===== src/rtl/eq_output_stage_if.sv =====
// eq_output_stage_if: sample handshake between the band-sum stage
// and the output stage, with the master gain sampled on accept.
interface eq_output_stage_if #(
    parameter int SUM_BITS  = 19,
    parameter int GAIN_BITS = 8
);
    logic signed [SUM_BITS-1:0] sum_in;
    logic                       sum_valid;
    logic                       sum_ready;
    logic [GAIN_BITS-1:0]       master_gain;

    modport master (
        output sum_in,
        output sum_valid,
        output master_gain,
        input  sum_ready
    );

    modport slave (
        input  sum_in,
        input  sum_valid,
        input  master_gain,
        output sum_ready
    );
endinterface


===== src/rtl/eq_output_stage.sv =====
// eq_output_stage: master volume, floor/saturate to DAC width, sample
// FIFO and left-justified serial output (mono duplicated into L/R).
module eq_output_stage #(
    parameter int SUM_BITS   = 19,
    parameter int OUT_BITS   = 16,
    parameter int GAIN_BITS  = 8,
    parameter int FIFO_DEPTH = 4,
    parameter int BCLK_DIV   = 4
) (
    input  logic              clk,
    input  logic              rst,
    eq_output_stage_if.slave  up,
    output logic              bclk,
    output logic              lrclk,
    output logic              sdata,
    output logic              clip_pulse,
    output logic              clip_sticky,
    output logic              underrun_sticky
);

    localparam int PW = SUM_BITS + GAIN_BITS + 1;
    localparam int AW = $clog2(FIFO_DEPTH);
    localparam int CW = AW + 1;
    localparam int DW = $clog2(BCLK_DIV);
    localparam int FB = 2 * OUT_BITS;
    localparam int IW = $clog2(FB);

    logic                       s0_valid;
    logic signed [SUM_BITS-1:0] s0_sum;
    logic [GAIN_BITS-1:0]       s0_gain;
    logic                       s1_valid;
    logic signed [PW-1:0]       s1_prod;

    logic signed [PW-1:0]       a_ext;
    logic signed [PW-1:0]       g_ext;
    logic signed [PW-1:0]       prod_c;
    logic signed [PW-1:0]       shifted;
    logic [PW-OUT_BITS:0]       hi;
    logic                       sat_ovf;
    logic [OUT_BITS-1:0]        sat_word;

    logic [OUT_BITS-1:0]        mem [FIFO_DEPTH];
    logic [CW-1:0]              wr_ptr;
    logic [CW-1:0]              rd_ptr;
    logic [CW-1:0]              count;
    logic [CW:0]                occupancy;
    logic [OUT_BITS-1:0]        head;

    logic                       accept;
    logic                       push;
    logic                       pop;
    logic                       fall;
    logic                       wrap;

    logic [DW-1:0]              div;
    logic [IW-1:0]              bit_idx;
    logic [FB-1:0]              shreg;

    // Reserve a FIFO slot for every sample still in the pipeline.
    assign count     = wr_ptr - rd_ptr;
    assign occupancy = {1'b0, count}
                     + (CW+1)'(s0_valid)
                     + (CW+1)'(s1_valid);
    assign up.sum_ready = occupancy < (CW+1)'(FIFO_DEPTH);
    assign accept       = up.sum_valid && up.sum_ready;

    always_comb begin
        a_ext  = {{(PW-SUM_BITS){s0_sum[SUM_BITS-1]}}, s0_sum};
        g_ext  = {{(PW-GAIN_BITS){1'b0}}, s0_gain};
        prod_c = a_ext * g_ext;
    end

    // Floor shift; overflow when the bits above the sign are not uniform.
    always_comb begin
        shifted  = s1_prod >>> (GAIN_BITS - 1);
        hi       = shifted[PW-1:OUT_BITS-1];
        sat_ovf  = !((&hi) || !(|hi));
        sat_word = shifted[OUT_BITS-1:0];
        unique case (1'b1)
            !sat_ovf:
                sat_word = shifted[OUT_BITS-1:0];
            sat_ovf && shifted[PW-1]:
                sat_word = {1'b1, {(OUT_BITS-1){1'b0}}};
            sat_ovf && !shifted[PW-1]:
                sat_word = {1'b0, {(OUT_BITS-1){1'b1}}};
            default:
                sat_word = shifted[OUT_BITS-1:0];
        endcase
    end

    always_ff @(posedge clk or negedge rst) begin
        if (!rst) begin
            s0_valid    <= 1'b0;
            s0_sum      <= '0;
            s0_gain     <= '0;
            s1_valid    <= 1'b0;
            s1_prod     <= '0;
            clip_pulse  <= 1'b0;
            clip_sticky <= 1'b0;
        end else begin
            s0_valid <= accept;
            if (accept) begin
                s0_sum  <= up.sum_in;
                s0_gain <= up.master_gain;
            end
            s1_valid <= s0_valid;
            if (s0_valid) begin
                s1_prod <= prod_c;
            end
            clip_pulse <= s1_valid && sat_ovf;
            if (s1_valid && sat_ovf) begin
                clip_sticky <= 1'b1;
            end
        end
    end

    assign push = s1_valid;
    assign head = mem[rd_ptr[AW-1:0]];

    always_ff @(posedge clk) begin
        if (push) begin
            mem[wr_ptr[AW-1:0]] <= sat_word;
        end
    end

    always_ff @(posedge clk or negedge rst) begin
        if (!rst) begin
            wr_ptr <= '0;
            rd_ptr <= '0;
        end else begin
            if (push) begin
                wr_ptr <= wr_ptr + 1'b1;
            end
            if (pop) begin
                rd_ptr <= rd_ptr + 1'b1;
            end
        end
    end

    // A bclk falling edge is the terminal count while bclk is high.
    assign fall = bclk && (div == DW'(BCLK_DIV - 1));
    assign wrap = fall && (bit_idx == IW'(FB - 1));
    assign pop  = wrap && (count != '0);

    always_ff @(posedge clk or negedge rst) begin
        if (!rst) begin
            div             <= '0;
            bclk            <= 1'b0;
            bit_idx         <= '0;
            shreg           <= '0;
            underrun_sticky <= 1'b0;
        end else begin
            if (div == DW'(BCLK_DIV - 1)) begin
                div  <= '0;
                bclk <= !bclk;
            end else begin
                div <= div + 1'b1;
            end
            if (fall) begin
                if (wrap) begin
                    bit_idx <= '0;
                    if (pop) begin
                        shreg <= {head, head};
                    end else begin
                        shreg           <= '0;
                        underrun_sticky <= 1'b1;
                    end
                end else begin
                    bit_idx <= bit_idx + 1'b1;
                    shreg   <= {shreg[FB-2:0], 1'b0};
                end
            end
        end
    end

    assign sdata = shreg[FB-1];
    assign lrclk = bit_idx >= IW'(OUT_BITS);

endmodule


===== src/flat_wrapper.sv =====
// flat-port wrapper written by rule: the top's interface ports become plain ports
module eq_output_stage_flat 
#(
    parameter int SUM_BITS   = 19,
    parameter int OUT_BITS   = 16,
    parameter int GAIN_BITS  = 8,
    parameter int FIFO_DEPTH = 4,
    parameter int BCLK_DIV   = 4
)
  (clk, rst, bclk, lrclk, sdata, clip_pulse, clip_sticky, underrun_sticky, up_sum_in, up_sum_valid, up_master_gain, up_sum_ready);
  eq_output_stage_if #(.SUM_BITS(SUM_BITS), .GAIN_BITS(GAIN_BITS)) up_i ();
  input  logic clk;
  input  logic rst;
  output logic bclk;
  output logic lrclk;
  output logic sdata;
  output logic clip_pulse;
  output logic clip_sticky;
  output logic underrun_sticky;
  input wire logic [$bits(up_i.sum_in)-1:0] up_sum_in;
  input wire logic [$bits(up_i.sum_valid)-1:0] up_sum_valid;
  input wire logic [$bits(up_i.master_gain)-1:0] up_master_gain;
  output wire logic [$bits(up_i.sum_ready)-1:0] up_sum_ready;
  assign up_i.sum_in = up_sum_in;
  assign up_i.sum_valid = up_sum_valid;
  assign up_i.master_gain = up_master_gain;
  assign up_sum_ready = up_i.sum_ready;
  eq_output_stage #(.SUM_BITS(SUM_BITS), .OUT_BITS(OUT_BITS), .GAIN_BITS(GAIN_BITS), .FIFO_DEPTH(FIFO_DEPTH), .BCLK_DIV(BCLK_DIV)) u_core (.clk(clk), .rst(rst), .up(up_i), .bclk(bclk), .lrclk(lrclk), .sdata(sdata), .clip_pulse(clip_pulse), .clip_sticky(clip_sticky), .underrun_sticky(underrun_sticky));
endmodule

===== config.mk =====
export PLATFORM = sky130hd
export DESIGN_NAME = eq_output_stage_flat
export DESIGN_NICKNAME = d
export VERILOG_FILES = /design/src/rtl/eq_output_stage_if.sv /design/src/rtl/eq_output_stage.sv /design/src/flat_wrapper.sv
export SDC_FILE = /design/constraint.sdc
export NUM_CORES = 1
export LEC_CHECK = 0
export CORE_MARGIN = 5
export CORE_UTILIZATION = 63
export CTS_CLUSTER_SIZE = 10
export DETAILED_ROUTE_END_ITERATION = 10
export GPL_ROUTABILITY_DRIVEN = 0
export PLACE_DENSITY = 0.89
export SLEW_MARGIN = 20
export SYNTH_ARGS = -nofsm -noshare
export SYNTH_HDL_FRONTEND = slang
export SYNTH_SLANG_ARGS = --single-unit

===== constraint.sdc =====
create_clock -name clk -period 5.6 [get_ports clk]
set_input_delay 0.56 -clock clk [delete_from_list [all_inputs] [get_ports clk]]
set_output_delay 0.56 -clock clk [all_outputs]
set_load 0.03 [all_outputs]

==> flow_summary.yaml, run 1 <==
timing:
  tns_ns: 0
  setup-violations-final: 0
  max_slew.worst_pin.slew_ns: 1.00
  fmax_ghz: 0.190
  fin_crit_sh_pct: 93.7
  slew_viol_final: 0
  hold_violations: 0
  period_minus_slack_ns: 5.25
  maxSlewHeadroom_pct: 33.0
  fin_skew_ns: 0.0132
  rsz0062_at_grt: "no"
cells_and_area:
  postLayoutCellArea_sq_um: 13100
  antenna_cells: 0
  final_layout_size_suffix_gt1_share_pct: 7.11
  finalCoreUtilization_pct: 69.8
  layout_common_cells: "184 x nand2_1, 165 x inv_1, 120 x fa_1"
  final_common_cell: "nand2_1"
  nets: 1353
  area_delta_synth_final_pct: 9.11
  nFillCells: 1253
  final_cells: 1387
drt:
  routed-via-count: 7990
  ant_nets: 0
  drtPass1Iterations: 7
  drc: 0
  via_per_inst: 5.76
  drt_iter0_markers: 480
  wl_per_cell_um: 17.2
  wirelength_um: 23800
placed_design:
  numPortBuffers: 36
  post-dp-hpwl_um: 17700
  dpl.cell_count: 1355
  place_area_sq_um: 12500
logic_synthesis:
  ys_types: 60
  syn_area_sq_um: 12000
  synthFlopType: "dfrtp_1"
  synth_cells: 1134
  ys_seq_area_share_pct: 36.6
  syn-num-nets: 1347
  synth.area.top_cells: "dfrtp_1 21%, fa_1 20%, edfxtp_1 16%"
  synth_edf_count: 64
  async_reset_ff_share_pct: 60.7
  ys_ff_latch: 163
  synth_top_cell_area_share_pct: 20.6
  yosysWarnings: 0
  netlist.top_cell.by_area: "dfrtp_1"
  syn_avg_cell_area_sq_um: 10.6
clock_tree:
  cts_tree: "yes"
  cts_buffers: 17
  postCtsSetupBuffers: 0
  clock_path_buffers: 2
  htree_levels: 4
  clk_latency_ns: 0.43
  ctsResizeCount: 0
  cts_sinks: 163
  cts_hold_buf: 0
  cts.clk_slew.worst_paths_ns: 0.07
  ctsRootBufferMaster: "clkbuf_16"
global_routing:
  grt_pass1_vias: 8722
  track_usage_pct: 23.6
  grt_max_degree: 56
  grt-ovfl-total: 0
  grt_first_pass_wirelength_um: 42000
  grt_antenna_before_repair: 0
floorplan:
  io_pins: 37
  start_util_pct: 64.0
  fp-row-count: 50
  core-area_sq_um: 18800
  die-width_um: 148
  fp.dieH_um: 148
  dieArea_sq_um: 21900
worst_setup_path:
  max_stage_delay_ns: 0.74
  crit_required_ns: 5.92
  cpMostUsedCell: "fa_1"
  crit_path_start_kind: "flop"
  path_class: "flop to flop"
  endpoint_kind: "flop"
  critPathTopFamily: "adder cells"
  critPathMaxFanout: 20
  path_cells: "nand2_1 > fa_1 > inv_1 > fa_1 > fa_1 > inv_1 > fa_1 > inv_1 > ha_1 > a21oi_2 > nand2_1 > a221o_2 > a211oi_1 > o21ai_0 > mux2i_1 > a21o_1"
  path_buf_inv: 3
  critPathSlowestCell: "dfrtp_1"
  arrival_ns: 5.57
run_status:
  status: "finished, final reports clean"
flow_run:
  maxCapViolCount: 0
worst_hold_path:
  holdCritPathClass: "input pin to async pin"
## registers in the layout, indices dropped and copies added, names as in the netlist
signal / count
u_core.shreg: 32
u_core.wr_ptr: 3
u_core.s0_sum: 19
u_core.s0_gain: 8
u_core.clip_sticky: 1
u_core.mem: 64
u_core.rd_ptr: 3
u_core.push: 1
u_core.s0_valid: 1
u_core.bclk: 1
u_core.underrun_sticky: 1
u_core.clip_pulse: 1
u_core.div: 2
u_core.bit_idx: 5
u_core.s1_prod: 21
## cells in the mapped netlist, types with 5 or more instances
cell,n
nor2_1,18
and2_1,86
ha_1,63
buf_1,5
nor2b_1,33
mux2_2,10
a21oi_1,24
clkbuf_1,48
inv_1,165
edfxtp_1,64
o22a_1,30
nand3_1,12
nor3_1,5
xnor2_1,15
dfrtp_1,99
nand2_1,184
a21o_1,43
fa_1,120
o21ai_0,17
mux4_2,16
xor2_1,8
## through the flow
stage | hold slack, ns | setup WS [ns]
finish | 0.107 | 0.350
global route | 0.159 | 0.0729
CTS | 0.126 | 0.370
detailed placement | 0.427 | 0.409
global placement | 0.415 | 0.555
floorplan | 0.264 | 0.601
## cells by family (layout without fill, tap and decap cells)
logic type,after synthesis,after routing,share of synthesized area [%]
compound gates,154,154,9.40
mux,28,28,4.15
fa+ha+maj,183,183,26.6
xor+xnor,23,23,1.68
simple gates,360,360,14.6
buf+inv,223,242,7.02
flops,163,163,36.6
## final cells by class
type	count	area [sq um]	area share [%]
multi-input combinational	748	6770	51.6
sequential	163	4400	33.6
inverter	167	627	4.78
clock buffer	17	425	3.25
timing repair buffer	43	410	3.13
tap	234	293	2.23
clock inverter	15	181	1.38
## worst paths after layout
path / from / endpoint / slack, ns / cells past startpoint
hold / removal: rst / u_core.div[0] / 0.11 / 1
hold reg to reg: u_core.div[0] / u_core.div[0] / 0.43 / 1
setup reg to reg: u_core.s0_gain[2] / u_core.s1_prod[26] / 0.35 / 16
min in group clk: u_core.div[0] / u_core.div[0] / 0.43 / 1
max in group asynchronous: rst / u_core.s0_sum[8] / 4.38 / 2
setup / recovery: u_core.s0_gain[2] / u_core.s1_prod[26] / 0.35 / 16
## routing by layer
layer	global-route usage, %	wire (um)	vias to the layer above
li1	-	-	3686
met1	29.4	9810	4069
met2	42.5	12600	183
met3	3.75	821	52
met4	7.71	546	0
met5	0	0	-
Power of run 1 is not shown: default switching activity piles up to over one toggle a cycle in this logic, so the estimate is an artifact.
==> inputs of run 2 (changes only) <==
==> constraint.sdc (replaced) <==
create_clock -name clk -period 5 [get_ports clk]
set_input_delay 0.5 -clock clk [delete_from_list [all_inputs] [get_ports clk]]
set_output_delay 0.5 -clock clk [all_outputs]
set_load 0.03 [all_outputs]
==> run 2 against run 1 <==
Flip-flop and latch count unchanged. Register-to-register slack worse by 0.16 ns. Largest cell class unchanged. Worst hold slack worse by 0.082 ns. Via count up 0.56%. Routed wire length up 4.9%. Clock-buffer cell count unchanged. Cell area up 1.3%. Worst setup slack worse by 0.16 ns. First-iteration DRC count up 6.9%. Final cell count up 1.4%.
==> flow_summary.yaml, run 2 (same netlist as run 1, synthesis figures left out) <==
timing:
  maxSlewHeadroom_pct: 33.0
  max_slew.worst_pin.slew_ns: 1.00
  period_minus_slack_ns: 4.81
  setup-violations-final: 0
  fin_skew_ns: 0.0115
  fmax_ghz: 0.208
  slew_viol_final: 0
  fin_crit_sh_pct: 96.2
  tns_ns: 0
  worst_hold_slack_ns: 0.0250
  hold_violations: 0
worst_setup_path:
  max_stage_delay_ns: 0.55
  arrival_ns: 5.12
  path_cells: "and2_1 > ha_1 > inv_1 > fa_1 > inv_1 > fa_1 > inv_1 > fa_1 > inv_1 > ha_2 > a21oi_2 > nand2_1 > a221o_2 > a211o_1 > a21oi_2 > xnor2_1 > mux2_4"
  crit_path_start_kind: "flop"
  critPathMaxFanout: 9
  crit_required_ns: 5.31
  endpoint_kind: "flop"
  path_class: "flop to flop"
  critPathSlowestCell: "fa_1"
  cpMostUsedCell: "inv_1"
drt:
  drc: 0
  via_per_inst: 5.71
  drt_iter0_markers: 513
  routed-via-count: 8035
  wirelength_um: 25000
  wl_per_cell_um: 17.8
  ant_nets: 0
  drtPass1Iterations: 4
global_routing:
  track_usage_pct: 24.4
  grt-ovfl-total: 0
  grt_first_pass_wirelength_um: 42600
  grt_antenna_before_repair: 0
  grt_pass1_vias: 8651
  grt_max_degree: 64
flow_run:
  maxCapViolCount: 0
placed_design:
  post-dp-hpwl_um: 18000
  numPortBuffers: 36
clock_tree:
  clk_latency_ns: 0.44
  cts_buffers: 17
  cts.clk_slew.worst_paths_ns: 0.07
  htree_levels: 4
  ctsRootBufferMaster: "clkbuf_16"
  cts_tree: "yes"
  cts_hold_buf: 0
  clock_path_buffers: 2
  cts_sinks: 163
floorplan:
  core-area_sq_um: 18800
  io_pins: 37
  die-width_um: 148
  dieArea_sq_um: 21900
  fp-row-count: 50
  start_util_pct: 64.0
  fp.dieH_um: 148
run_status:
  status: "finished, final reports clean"
cells_and_area:
  area_delta_synth_final_pct: 10.5
  largest_register_ffs: 64
  finalCoreUtilization_pct: 70.7
  antenna_cells: 0
  nets: 1372
  final_common_cell: "nand2_1"
  final_layout_size_suffix_gt1_share_pct: 10.1
  layout_common_cells: "184 x nand2_1, 165 x inv_1, 118 x fa_1"
worst_hold_path:
  holdCritPathClass: "input pin to async pin"
run 2: changes by cell type in the layout (fill, tap and decap cells not counted), sizes merged:
cell  before  now
buf        8   27
run 2: layout make-up:
class                           count  area, sq um
Sequential cell                   163         4410
Tap cell                          234          293
Inverter                          167          627
Clock buffer                       17          425
Clock inverter                     15          163
Fill cell                        1213         5500
Multi-Input combinational cell    748         6790
Timing Repair Buffer               62          557
run 2: what timing repair did:
action / 4_1_cts / 5_1_grt
resized for setup: 0 / 20
endpoints found under the setup margin: 0 / 13
setup buffers: 0 / 3
run 2: metrics by stage:
stage | cell area [sq um] | std cells | setup WS [ns]
2_1_floorplan | 12000 | 1134 | 0.000851
3_3_place_gp | 12600 | 1371 | 0.218
3_5_place_dp | 12600 | 1371 | 0.0711
4_1_cts | 13200 | 1403 | 0.00450
5_1_grt | 13300 | 1406 | -0.00857
6_report | 13300 | 1406 | 0.190
run 2: path summary, 6_finish.rpt:
| path | slack [ns] | to | cells after the start | start |
|---|---|---|---|---|
| hold / removal | 0.03 | u_core.div[0] | 1 | rst |
| setup reg to reg | 0.19 | u_core.s1_prod[18] | 17 | u_core.s0_sum[2] |
| min in group clk | 0.43 | u_core.div[0] | 1 | u_core.div[0] |
| setup / recovery | 0.19 | u_core.s1_prod[18] | 17 | u_core.s0_sum[2] |
| max in group asynchronous | 3.83 | u_core.s1_prod[27] | 2 | rst |
| hold reg to reg | 0.43 | u_core.div[0] | 1 | u_core.div[0] |
run 2: critical path: cells and delay by family (launching register included):
kind | cells | cell delay [ns]
adders and majority gates | 5 | 2.21
AOI/OAI and AO/OA | 4 | 1.10
DFF | 1 | 0.49
and+or+nand+nor | 2 | 0.32
muxes | 1 | 0.26
buffers and inverters | 4 | 0.22
xor gates and xnor gates | 1 | 0.08
run 2: metal layers:
layer  wire, um  global-route usage, %  up-vias
met3        997                   4.02       68
met4        752                   9.70        0
met5          0                      0        -
met2      12900                   42.4      237
li1           -                      -     3722
met1      10300                   30.8     4008
Power of run 2 is left out for the same reason.
